### config.mk
export PLATFORM = sky130hd
export DESIGN_NAME = spi_master_ctrl_flat
export DESIGN_NICKNAME = d
export VERILOG_FILES = /design/src/rtl/spi_master_ctrl_if.sv /design/src/rtl/spi_master_ctrl.sv /design/src/flat_wrapper.sv
export SDC_FILE = /design/constraint.sdc
export NUM_CORES = 1
export LEC_CHECK = 0
export CAP_MARGIN = 15
export CORE_MARGIN = 5
export CORE_UTILIZATION = 59
export DETAILED_ROUTE_END_ITERATION = 6
export HOLD_SLACK_MARGIN = 0.03
export PLACE_DENSITY = 0.85
export SLEW_MARGIN = 0
export SYNTH_ARGS = -nofsm -noshare
export SYNTH_HDL_FRONTEND = slang
export SYNTH_SLANG_ARGS = --single-unit
### constraint.sdc
create_clock -name clk -period 7.5 [get_ports clk]
set_input_delay 1.125 -clock clk [delete_from_list [all_inputs] [get_ports clk]]
set_output_delay 1.125 -clock clk [all_outputs]
set_load 0.01 [all_outputs]
### src/rtl/spi_master_ctrl_if.sv
// Word-level request/response bus of spi_master_ctrl: per-transfer configuration,
// transmit word with ready/valid, received word with a completion pulse.
interface spi_master_ctrl_if #(
  parameter int unsigned word_width = 8,
  parameter int unsigned SS_width   = 1,
  parameter int unsigned div_width  = 8
) ();
  localparam int unsigned ssv_width = $clog2((SS_width > 2) ? SS_width : 2);

  logic                  CPOL;
  logic                  CPHA;
  logic                  LSBF;
  logic [div_width-1:0]  DIV;
  logic [ssv_width-1:0]  SSV;
  logic [word_width-1:0] D_IN;
  logic                  in_valid;
  logic                  in_ready;
  logic [word_width-1:0] D_OUT;
  logic                  out_valid;
  logic                  busy;

  modport master (
    output CPOL, CPHA, LSBF, DIV, SSV, D_IN, in_valid,
    input  in_ready, D_OUT, out_valid, busy
  );

  modport slave (
    input  CPOL, CPHA, LSBF, DIV, SSV, D_IN, in_valid,
    output in_ready, D_OUT, out_valid, busy
  );
endinterface

### src/rtl/spi_master_ctrl.sv
// Full-duplex SPI master: one word per transaction, programmable SCLK divider, all CPOL/CPHA
// modes, MSB/LSB-first order, decoded slave select. SPI_MASTER_LOOPBACK_EN adds the LB port.
module spi_master_ctrl #(
  parameter int unsigned word_width = 8,
  parameter int unsigned SS_width   = 1,
  parameter int unsigned div_width  = 8
) (
  input  logic                clk,
  input  logic                rst,
  spi_master_ctrl_if.slave    bus,
  output logic                SCLK,
  input  logic                SD_IN,
  output logic                SD_OUT,
  output logic [SS_width-1:0] SS_OUT
`ifdef SPI_MASTER_LOOPBACK_EN
  ,
  input  logic                LB
`endif
);

  localparam int unsigned ssv_width  = $clog2((SS_width > 2) ? SS_width : 2);
  localparam int unsigned bit_width  = $clog2(word_width);
  localparam int unsigned edge_width = $clog2(2 * word_width + 1);
  localparam logic [edge_width-1:0] last_edge = edge_width'(2 * word_width);

  typedef enum logic [1:0] {StIdle, StSetup, StShift, StHold} state_e;

  function automatic logic [SS_width-1:0] tree_decoder(input logic [ssv_width-1:0] idx);
    logic [SS_width-1:0] dec;
    dec = '0;
    for (int unsigned i = 0; i < SS_width; i++) begin
      dec[i] = (idx == ssv_width'(i));
    end
    return dec;
  endfunction

  // Word position of the k-th bit on the wire.
  function automatic logic [bit_width-1:0] bit_pos(input logic lsbf,
                                                   input logic [bit_width-1:0] k);
    return lsbf ? k : bit_width'(word_width - 1) - k;
  endfunction

  logic lb_in;
`ifdef SPI_MASTER_LOOPBACK_EN
  assign lb_in = LB;
`else
  assign lb_in = 1'b0;
`endif

  state_e                state_q, state_d;
  logic [div_width-1:0]  hcnt_q, hcnt_d;
  logic [div_width-1:0]  div_q, div_d;
  logic [edge_width-1:0] edge_q, edge_d;
  logic                  cpol_q, cpol_d;
  logic                  cpha_q, cpha_d;
  logic                  lsbf_q, lsbf_d;
  logic                  lb_q, lb_d;
  logic [word_width-1:0] tx_q, tx_d;
  logic [word_width-1:0] rx_q, rx_d;
  logic [word_width-1:0] dout_q, dout_d;
  logic                  ov_q, ov_d;
  logic                  sclk_q, sclk_d;
  logic                  sdo_q, sdo_d;
  logic [SS_width-1:0]   ss_q, ss_d;

  logic [edge_width-1:0] edge_nxt;
  logic [bit_width-1:0]  k_half;
  logic [bit_width-1:0]  sidx;
  logic                  drive;
  logic                  sample;
  logic                  rx_src;

  always_ff @(posedge clk) begin
    if (rst) begin
      state_q <= StIdle;
      hcnt_q  <= '0;
      div_q   <= '0;
      edge_q  <= '0;
      cpol_q  <= 1'b0;
      cpha_q  <= 1'b0;
      lsbf_q  <= 1'b0;
      lb_q    <= 1'b0;
      tx_q    <= '0;
      rx_q    <= '0;
      dout_q  <= '0;
      ov_q    <= 1'b0;
      sclk_q  <= 1'b0;
      sdo_q   <= 1'b0;
      ss_q    <= '0;
    end else begin
      state_q <= state_d;
      hcnt_q  <= hcnt_d;
      div_q   <= div_d;
      edge_q  <= edge_d;
      cpol_q  <= cpol_d;
      cpha_q  <= cpha_d;
      lsbf_q  <= lsbf_d;
      lb_q    <= lb_d;
      tx_q    <= tx_d;
      rx_q    <= rx_d;
      dout_q  <= dout_d;
      ov_q    <= ov_d;
      sclk_q  <= sclk_d;
      sdo_q   <= sdo_d;
      ss_q    <= ss_d;
    end
  end

  always_comb begin
    state_d = state_q;
    hcnt_d  = hcnt_q;
    div_d   = div_q;
    edge_d  = edge_q;
    cpol_d  = cpol_q;
    cpha_d  = cpha_q;
    lsbf_d  = lsbf_q;
    lb_d    = lb_q;
    tx_d    = tx_q;
    rx_d    = rx_q;
    dout_d  = dout_q;
    ov_d    = 1'b0;
    sclk_d  = sclk_q;
    sdo_d   = sdo_q;
    ss_d    = ss_q;

    // Edge e = edge_nxt: CPHA=0 drives bit e/2 on even edges and samples bit (e-1)/2 on odd
    // ones; CPHA=1 drives bit (e-1)/2 on odd edges and samples bit e/2-1 on even ones.
    edge_nxt = edge_q + 1'b1;
    k_half   = edge_nxt[bit_width:1];
    drive    = cpha_q ? edge_nxt[0] : (!edge_nxt[0] && (edge_nxt != last_edge));
    sample   = cpha_q ? !edge_nxt[0] : edge_nxt[0];
    sidx     = cpha_q ? k_half - 1'b1 : k_half;
    rx_src   = lb_q ? tx_q[bit_pos(lsbf_q, sidx)] : SD_IN;

    unique case (state_q)
      StIdle: begin
        sclk_d = bus.CPOL;
        ss_d   = '0;
        if (bus.in_valid) begin
          cpol_d  = bus.CPOL;
          cpha_d  = bus.CPHA;
          lsbf_d  = bus.LSBF;
          div_d   = bus.DIV;
          lb_d    = lb_in;
          tx_d    = bus.D_IN;
          rx_d    = '0;
          hcnt_d  = '0;
          edge_d  = '0;
          state_d = StSetup;
          ss_d    = lb_in ? '0 : tree_decoder(bus.SSV);
          if (lb_in) begin
            sdo_d = 1'b0;
          end else if (!bus.CPHA) begin
            sdo_d = bus.D_IN[bit_pos(bus.LSBF, '0)];
          end
        end
      end
      StSetup, StShift: begin
        hcnt_d = hcnt_q + 1'b1;
        if (hcnt_q == div_q) begin
          hcnt_d = '0;
          edge_d = edge_nxt;
          if (!lb_q) begin
            sclk_d = ~sclk_q;
          end
          if (drive && !lb_q) begin
            sdo_d = tx_q[bit_pos(lsbf_q, k_half)];
          end
          if (sample) begin
            rx_d[bit_pos(lsbf_q, sidx)] = rx_src;
          end
          state_d = (edge_nxt == last_edge) ? StHold : StShift;
        end
      end
      StHold: begin
        hcnt_d = hcnt_q + 1'b1;
        if (hcnt_q == div_q) begin
          hcnt_d  = '0;
          state_d = StIdle;
          ov_d    = 1'b1;
          dout_d  = rx_q;
          ss_d    = '0;
        end
      end
      default: state_d = StIdle;
    endcase
  end

  assign bus.in_ready  = (state_q == StIdle);
  assign bus.busy      = (state_q != StIdle);
  assign bus.D_OUT     = dout_q;
  assign bus.out_valid = ov_q;
  assign SCLK          = sclk_q;
  assign SD_OUT        = sdo_q;
  assign SS_OUT        = ss_q;

endmodule

### src/flat_wrapper.sv
// flat-port wrapper written by rule: the top's interface ports become plain ports
module spi_master_ctrl_flat 
#(
  parameter int unsigned word_width = 8,
  parameter int unsigned SS_width   = 1,
  parameter int unsigned div_width  = 8
)
  (clk, rst, SCLK, SD_IN, SD_OUT, SS_OUT, bus_CPOL, bus_CPHA, bus_LSBF, bus_DIV, bus_SSV, bus_D_IN, bus_in_valid, bus_in_ready, bus_D_OUT, bus_out_valid, bus_busy);
  spi_master_ctrl_if #(.word_width(word_width), .SS_width(SS_width), .div_width(div_width)) bus_i ();
  input  logic clk;
  input  logic rst;
  output logic SCLK;
  input  logic SD_IN;
  output logic SD_OUT;
  output logic [SS_width-1:0] SS_OUT;
  input wire logic [$bits(bus_i.CPOL)-1:0] bus_CPOL;
  input wire logic [$bits(bus_i.CPHA)-1:0] bus_CPHA;
  input wire logic [$bits(bus_i.LSBF)-1:0] bus_LSBF;
  input wire logic [$bits(bus_i.DIV)-1:0] bus_DIV;
  input wire logic [$bits(bus_i.SSV)-1:0] bus_SSV;
  input wire logic [$bits(bus_i.D_IN)-1:0] bus_D_IN;
  input wire logic [$bits(bus_i.in_valid)-1:0] bus_in_valid;
  output wire logic [$bits(bus_i.in_ready)-1:0] bus_in_ready;
  output wire logic [$bits(bus_i.D_OUT)-1:0] bus_D_OUT;
  output wire logic [$bits(bus_i.out_valid)-1:0] bus_out_valid;
  output wire logic [$bits(bus_i.busy)-1:0] bus_busy;
  assign bus_i.CPOL = bus_CPOL;
  assign bus_i.CPHA = bus_CPHA;
  assign bus_i.LSBF = bus_LSBF;
  assign bus_i.DIV = bus_DIV;
  assign bus_i.SSV = bus_SSV;
  assign bus_i.D_IN = bus_D_IN;
  assign bus_i.in_valid = bus_in_valid;
  assign bus_in_ready = bus_i.in_ready;
  assign bus_D_OUT = bus_i.D_OUT;
  assign bus_out_valid = bus_i.out_valid;
  assign bus_busy = bus_i.busy;
  spi_master_ctrl #(.word_width(word_width), .SS_width(SS_width), .div_width(div_width)) u_core (.clk(clk), .rst(rst), .bus(bus_i), .SCLK(SCLK), .SD_IN(SD_IN), .SD_OUT(SD_OUT), .SS_OUT(SS_OUT));
endmodule
==> results of run 1 <==
through the flow:
step / utilization [%] / instances / setup slack (ns)
floorplan: - / 333 / 4.89
global placement: 67.5 / 404 / 4.13
detailed placement: 67.5 / 404 / 4.08
CTS: 69.7 / 411 / 4.16
global route: 69.7 / 411 / 3.99
finish: 69.7 / 411 / 4.15
cell families (layout without fill, tap and decap cells):
group | Yosys count | after routing
buffers and inverters | 29 | 53
xor gates and xnor gates | 22 | 22
adders and majority gates | 6 | 6
AOI/OAI and AO/OA | 81 | 81
and+or+nand+nor | 127 | 127
DFF | 53 | 53
muxes | 15 | 15
worst min-delay path, cell delays in order (launching register included):
cell	delay, ns
dfxtp_1	0.32
nand2_1	0.05
a21oi_1	0.05
final timing paths:
kind / end / from / slack (ns)
max: u_core.rx_q[5] / u_core.edge_q[0] / 4.15
min: u_core.tx_q[6] / u_core.tx_q[6] / 0.46
max reg2reg: u_core.rx_q[5] / u_core.edge_q[0] / 4.15
min reg2reg: u_core.tx_q[6] / u_core.tx_q[6] / 0.46
final cells by class:
class | count | area, µm²
clock buffers | 5 | 68.8
clock inverters | 2 | 35.0
fillers | 391 | 1410
inverters | 8 | 30.0
multi-input cells | 251 | 1610
flip-flops and latches | 53 | 1060
well taps | 54 | 67.6
repair buffers | 38 | 378
cell usage in the layout (no fill, tap or decap), types with 2 or more instances in the layout:
cell	synthesis	layout
clkbuf_8	0	5
xor2_1	5	5
nand4_2	2	2
a311oi_1	3	3
nor2b_1	4	4
clkdlybuf4s50_1	0	37
nand3_1	14	14
ha_1	6	6
a21oi_1	29	29
inv_1	8	8
nand2b_1	10	10
or3_1	3	3
xnor2_2	6	6
nor3_1	2	2
nand2_1	50	50
or4b_4	2	2
mux2i_1	12	12
o211ai_1	18	18
nor2_1	25	25
a41oi_1	2	2
dfxtp_1	53	53
and2_1	2	2
a21boi_0	2	2
o21ai_0	13	13
a211oi_1	5	5
nand4_1	5	5
mux2_2	3	3
xnor2_1	11	11
routing by layer:
| layer | routed length (µm) | global-route usage, % | up-vias |
|---|---|---|---|
| li1 | - | - | 1223 |
| met1 | 2750 | 26.8 | 1135 |
| met4 | 106 | 6.19 | 0 |
| met2 | 2920 | 33.2 | 83 |
| met3 | 334 | 4.65 | 18 |
| met5 | 0 | 0 | - |
power breakdown:
| part | switching (µW) | internal [µW] | total [µW] |
|---|---|---|---|
| Sequential | 31.9 | 311 | 342 |
| Combinational | 197 | 128 | 325 |
| Clock | 91.7 | 97.1 | 189 |
| Total | 321 | 536 | 856 |
sequential cells by signal, summed over array words and instances (netlist names):
name,count
u_core.state_q,2
u_core.tx_q,8
u_core.lsbf_q,1
u_core.edge_q,5
u_core.hcnt_q,8
u_core.div_q,8
u_core.bus.out_valid,1
u_core.cpha_q,1
u_core.bus.D_OUT,8
u_core.SCLK,1
u_core.SD_OUT,1
u_core.rx_q,8
u_core.SS_OUT,1
==> run summary, run 1 <==
Run status -> finished clean
Layout cells sized above 1 -> 7.00%
Drt wl/cell -> 14.9 µm
Hold Vio Cnt, Final -> 0
Worst path slowest cell -> xnor2_1
Most used DFF post-synth -> dfxtp_1
# clock sinks -> 53
DIE AREA -> 6220 µm²
CP Buf/Inv Count -> 0
Minimum clock period -> 3.35 ns
Die Y -> 78.9 µm
Cell area after layout -> 3250 µm²
Synth Area in Adders -> 2.68%
Pin slew with the least headroom to its limit -> 1.09 ns
Port Buffers -> 37
Worst setup SP type -> flip-flop
CTS clk-pin slew, worst paths -> 0.09 ns
Unrepaired setup endpoints after global routing -> false
Leading area contributor after synthesis -> dfxtp_1
Max-slew violation count -> 0
Clock Tree Buf Depth -> 2
Antenna Nets Post-Route -> 0
# nets final -> 387
Largest family of logic cells by synthesized area -> simple AND/OR/NAND/NOR gates
CP delay by family, top -> XOR/XNOR gates
Iter 0 DRT Violations -> 236
Critical path depth -> 8
Post-Synth XOR/XNOR Area -> 8.49%
Crit path required time -> 7.69 ns
Hold_buf cts -> 0
Antenna Cells -> 0
Multiplexer share of the synthesized area -> 5.50%
Cts bufs inserted -> 5
Post-synth EDFFs -> 0
CTS root buf -> clkbuf_8
Average cell area after synthesis -> 8.41 µm²
CP max stage delay -> 0.88 ns
Clock skew -> 0.00604 ns
CP Class -> reg2reg
Area growth syn-to-layout -> 16.1%
Largest net degree at the start of global routing -> 42
Syn Nets -> 363
Hold WS -> 0.460 ns
Slew HR -> 26.6%
Setup TNS -> 0 ns
First-pass iteration count of the detailed router -> 4
Vias per cell -> 5.98
CTS tree -> done
Top-count cell post-synth -> dfxtp_1
Max Clock Freq -> 299 MHz
Max Cap Violations -> 0
Synth Cell Area -> 2800 µm²
CTS resizes -> 0
Drt total wl -> 6.11 mm
Post-synth top cells -> dfxtp_1, nand2_1, a21oi_1
Worst VDD drop -> 123 µV
Cells after Synth -> 333
I/O pin count -> 38
Vias in the first global route -> 2176
Synth top area cells -> dfxtp_1, nand2_1, a21oi_1
LEAKAGE -> 0.00115 µW
Register bit total from synthesis -> 53
DP Area -> 3150 µm²
Async S/R FF share, synth -> 0%
Synth warn -> 0
Number of antenna violations at the first check in global routing -> 0
Site Rows -> 25
H-tree Lvls -> 2
Synth cell types -> 49
Detailed Place HPWL -> 4.41 mm
Crit path top cell by count -> o211ai_1
Remaining Overflow, GRT -> 0
Worst-Skew Late Latency -> 0.31 ns
Total power -> 856 µW
Final period util -> 44.7%
Seq/Total Area, Yosys -> 37.9%
Gr usage total -> 20.4%
Compound-Gate Fraction of Synth Area -> 18.2%
HP Class -> reg2reg
Crit. End Element -> flip-flop
Initial core utilization -> 60.1%
Post-CTS setup buffers -> 0
GP Congestion -> 0.844
Simple-gate share of the synthesized area -> 22.6%
Cells along the critical path -> ha_1, xnor2_1, ha_1, or3b_2, o211ai_1, o21ai_0, o211ai_1, o211ai_1
Drt drc -> 0
Hold Crit Depth -> 2
Core Area -> 4660 µm²
Worst EP arrival -> 3.54 ns
Vias -> 2459
Pwr dens -> 264 nW/µm²
# setup viols final -> 0
Die width -> 78.9 µm
Worst-path fanout max -> 11
R2R depth -> 8
First-pass GRT wire length -> 10.2 mm
Yosys top cell area share -> 37.9%
(Power assumes the default switching activity.)
==> run 2: changes to the inputs <==
CORE_UTILIZATION = 49   (was 59)
PLACE_DENSITY = 0.75   (was 0.85)
clock period = 2.8 ns   (was 7.5 ns; I/O delays follow)
==> run summary, run 2 (synthesized netlist as in run 1, its figures left out) <==
Run status -> finished clean
Iter 0 DRT Violations -> 203 (-14%)
RR Startpoint -> u_core.edge_q[0]
Worst path slowest cell -> ha_1
Site Rows -> 27 (+8.0%)
Number of antenna violations at the first check in global routing -> 0 (unchanged)
Pin slew with the least headroom to its limit -> 0.611 ns (-0.482 ns)
Max Clock Freq -> 385 MHz (+29%)
CP delay by family, top -> adder cells
Vias per cell -> 5.64 (-5.7%)
Hold Vio Cnt, Final -> 0 (unchanged)
# nets final -> 392 (+1.3%)
Minimum clock period -> 2.60 ns (-0.750 ns)
Final period util -> 92.8% (+48 points)
Worst-path fanout max -> 13 (+2)
Largest net degree at the start of global routing -> 21 (-50%)
Leading cell type in the layout, fill and taps excluded -> dfxtp_1
# clock sinks -> 53 (unchanged)
LEAKAGE -> 0.00117 µW (+2.0%)
DIE AREA -> 7320 µm² (+18%)
Worst EP arrival -> 2.77 ns (-0.77 ns)
Detailed Place HPWL -> 4.52 mm (+2.5%)
Worst-Skew Late Latency -> 0.30 ns (about the same)
Gr usage total -> 16.9% (-3.5 points)
Setup TNS -> 0 ns (unchanged)
Pwr dens -> 688 nW/µm² (+160%)
HP Class -> reg2reg
CP max stage delay -> 0.53 ns (-0.35 ns)
Max-slew violation count -> 0 (unchanged)
Filler cells -> 506 (+29%)
Die Y -> 85.6 µm (+8.5%)
Met2 Usage GRT -> 26.8% (-6.4 points)
Remaining Overflow, GRT -> 0 (unchanged)
Clock Tree Buf Depth -> 2 (unchanged)
First-pass GRT wire length -> 10.2 mm (-0.67%)
First-pass iteration count of the detailed router -> 5 (+1)
Slew HR -> 59.3% (+33 points)
FF-to-FF setup slack -> 0.20 ns (-3.95 ns)
Core Area -> 5540 µm² (+19%)
Max Cap Violations -> 0 (unchanged)
Hold_buf cts -> 0 (unchanged)
CTS root buf -> clkbuf_8
Worst VDD drop -> 375 µV (+210%)
CTS resizes -> 0 (unchanged)
Final core utilization -> 59.7% (-10 points)
Drt wl/cell -> 14.0 µm (-5.6%)
# setup viols final -> 0 (unchanged)
Unrepaired setup endpoints after global routing -> false
Antenna Cells -> 0 (unchanged)
Initial core utilization -> 50.5% (-9.5 points)
Drt drc -> 0 (unchanged)
Layout cells sized above 1 -> 8.54% (+1.5 points)
Clock skew -> 0.00737 ns (+0.00132 ns)
Hold Crit Start -> u_core.tx_q[4]
H-tree Lvls -> 2 (unchanged)
Port Buffers -> 37 (unchanged)
Die width -> 85.6 µm (+8.5%)
Crit path required time -> 2.97 ns (-4.72 ns)
I/O pin count -> 38 (unchanged)
Critical Path Start -> u_core.edge_q[0]
Most frequent cells in the layout -> dfxtp_1, nand2_1, clkdlybuf4s50_1
Area growth syn-to-layout -> 18.1%
Cells along the critical path -> ha_1, inv_1, ha_1, or3b_2, o211ai_1, o21ai_0, o211ai_1, o211ai_1
CP Class -> reg2reg
Post-CTS setup buffers -> 0 (unchanged)
Hold WS -> 0.456 ns (-0.00406 ns)
Met1 Usage GRT -> 23.4% (-3.4 points)
GP Congestion -> 0.885 (+4.9%)
Antenna Nets Post-Route -> 0 (unchanged)
Crit. End Element -> flip-flop
Vias in the first global route -> 2137 (-1.8%)
CTS clk-pin slew, worst paths -> 0.10 ns (about the same)
Drt total wl -> 6.11 mm (about the same)
GR peak layer -> met2
CP Buf/Inv Count -> 1 (+1)
Worst setup SP type -> flip-flop
Crit path top cell by count -> o211ai_1
CTS tree -> done
Cts bufs inserted -> 5 (unchanged)
GR Util met3 -> 3.36% (-1.3 points)
Vias -> 2453 (-0.24%)
run 2: layer usage:
metal  vias up  share of wire [%]
met2        80                 46
met5         -                  0
li1       1232                  -
met3         6                6.1
met1      1135                 47
met4         0               0.80
run 2: area by class of cell:
type	instances	area, µm²	area share (%)
multi-input combinational	251	1610	48.7
clock inverter	1	5.00	0.151
sequential	53	1060	32.1
tap	72	90.1	2.72
clock buffer	7	96.3	2.91
inverter	8	30.0	0.908
timing repair buffer	43	415	12.6
run 2: where the power goes:
group	switching [µW]	internal [µW]
Sequential	85.8	832
Combinational	527	362
Clock	245	224
run 2: worst register-to-register path, stage by stage (launching register included):
cell,delay [ns]
dfxtp_1,0.39
ha_1,0.53
inv_1,0.08
ha_1,0.38
or3b_2,0.46
o211ai_1,0.10
o21ai_0,0.19
o211ai_1,0.22
o211ai_1,0.12
run 2: per-stage QoR:
step                      cell area [µm²]  setup slack (ns)  power, µW  cells
after detailed placement             3210             0.244       1810    427
after global routing                 3310            0.0170       2420    435
after global placement               3210             0.343       1800    427
after floorplan                      2800             0.264       1560    333
after CTS                            3310             0.216       2280    435
final                                3310             0.201       2280    435
run 2: path summary, 6_finish.rpt:
kind                         end  cells past startpoint
setup / recovery  u_core.rx_q[1]                      8
hold / removal    u_core.tx_q[4]                      2
setup reg to reg  u_core.rx_q[1]                      8
hold reg to reg   u_core.tx_q[4]                      2
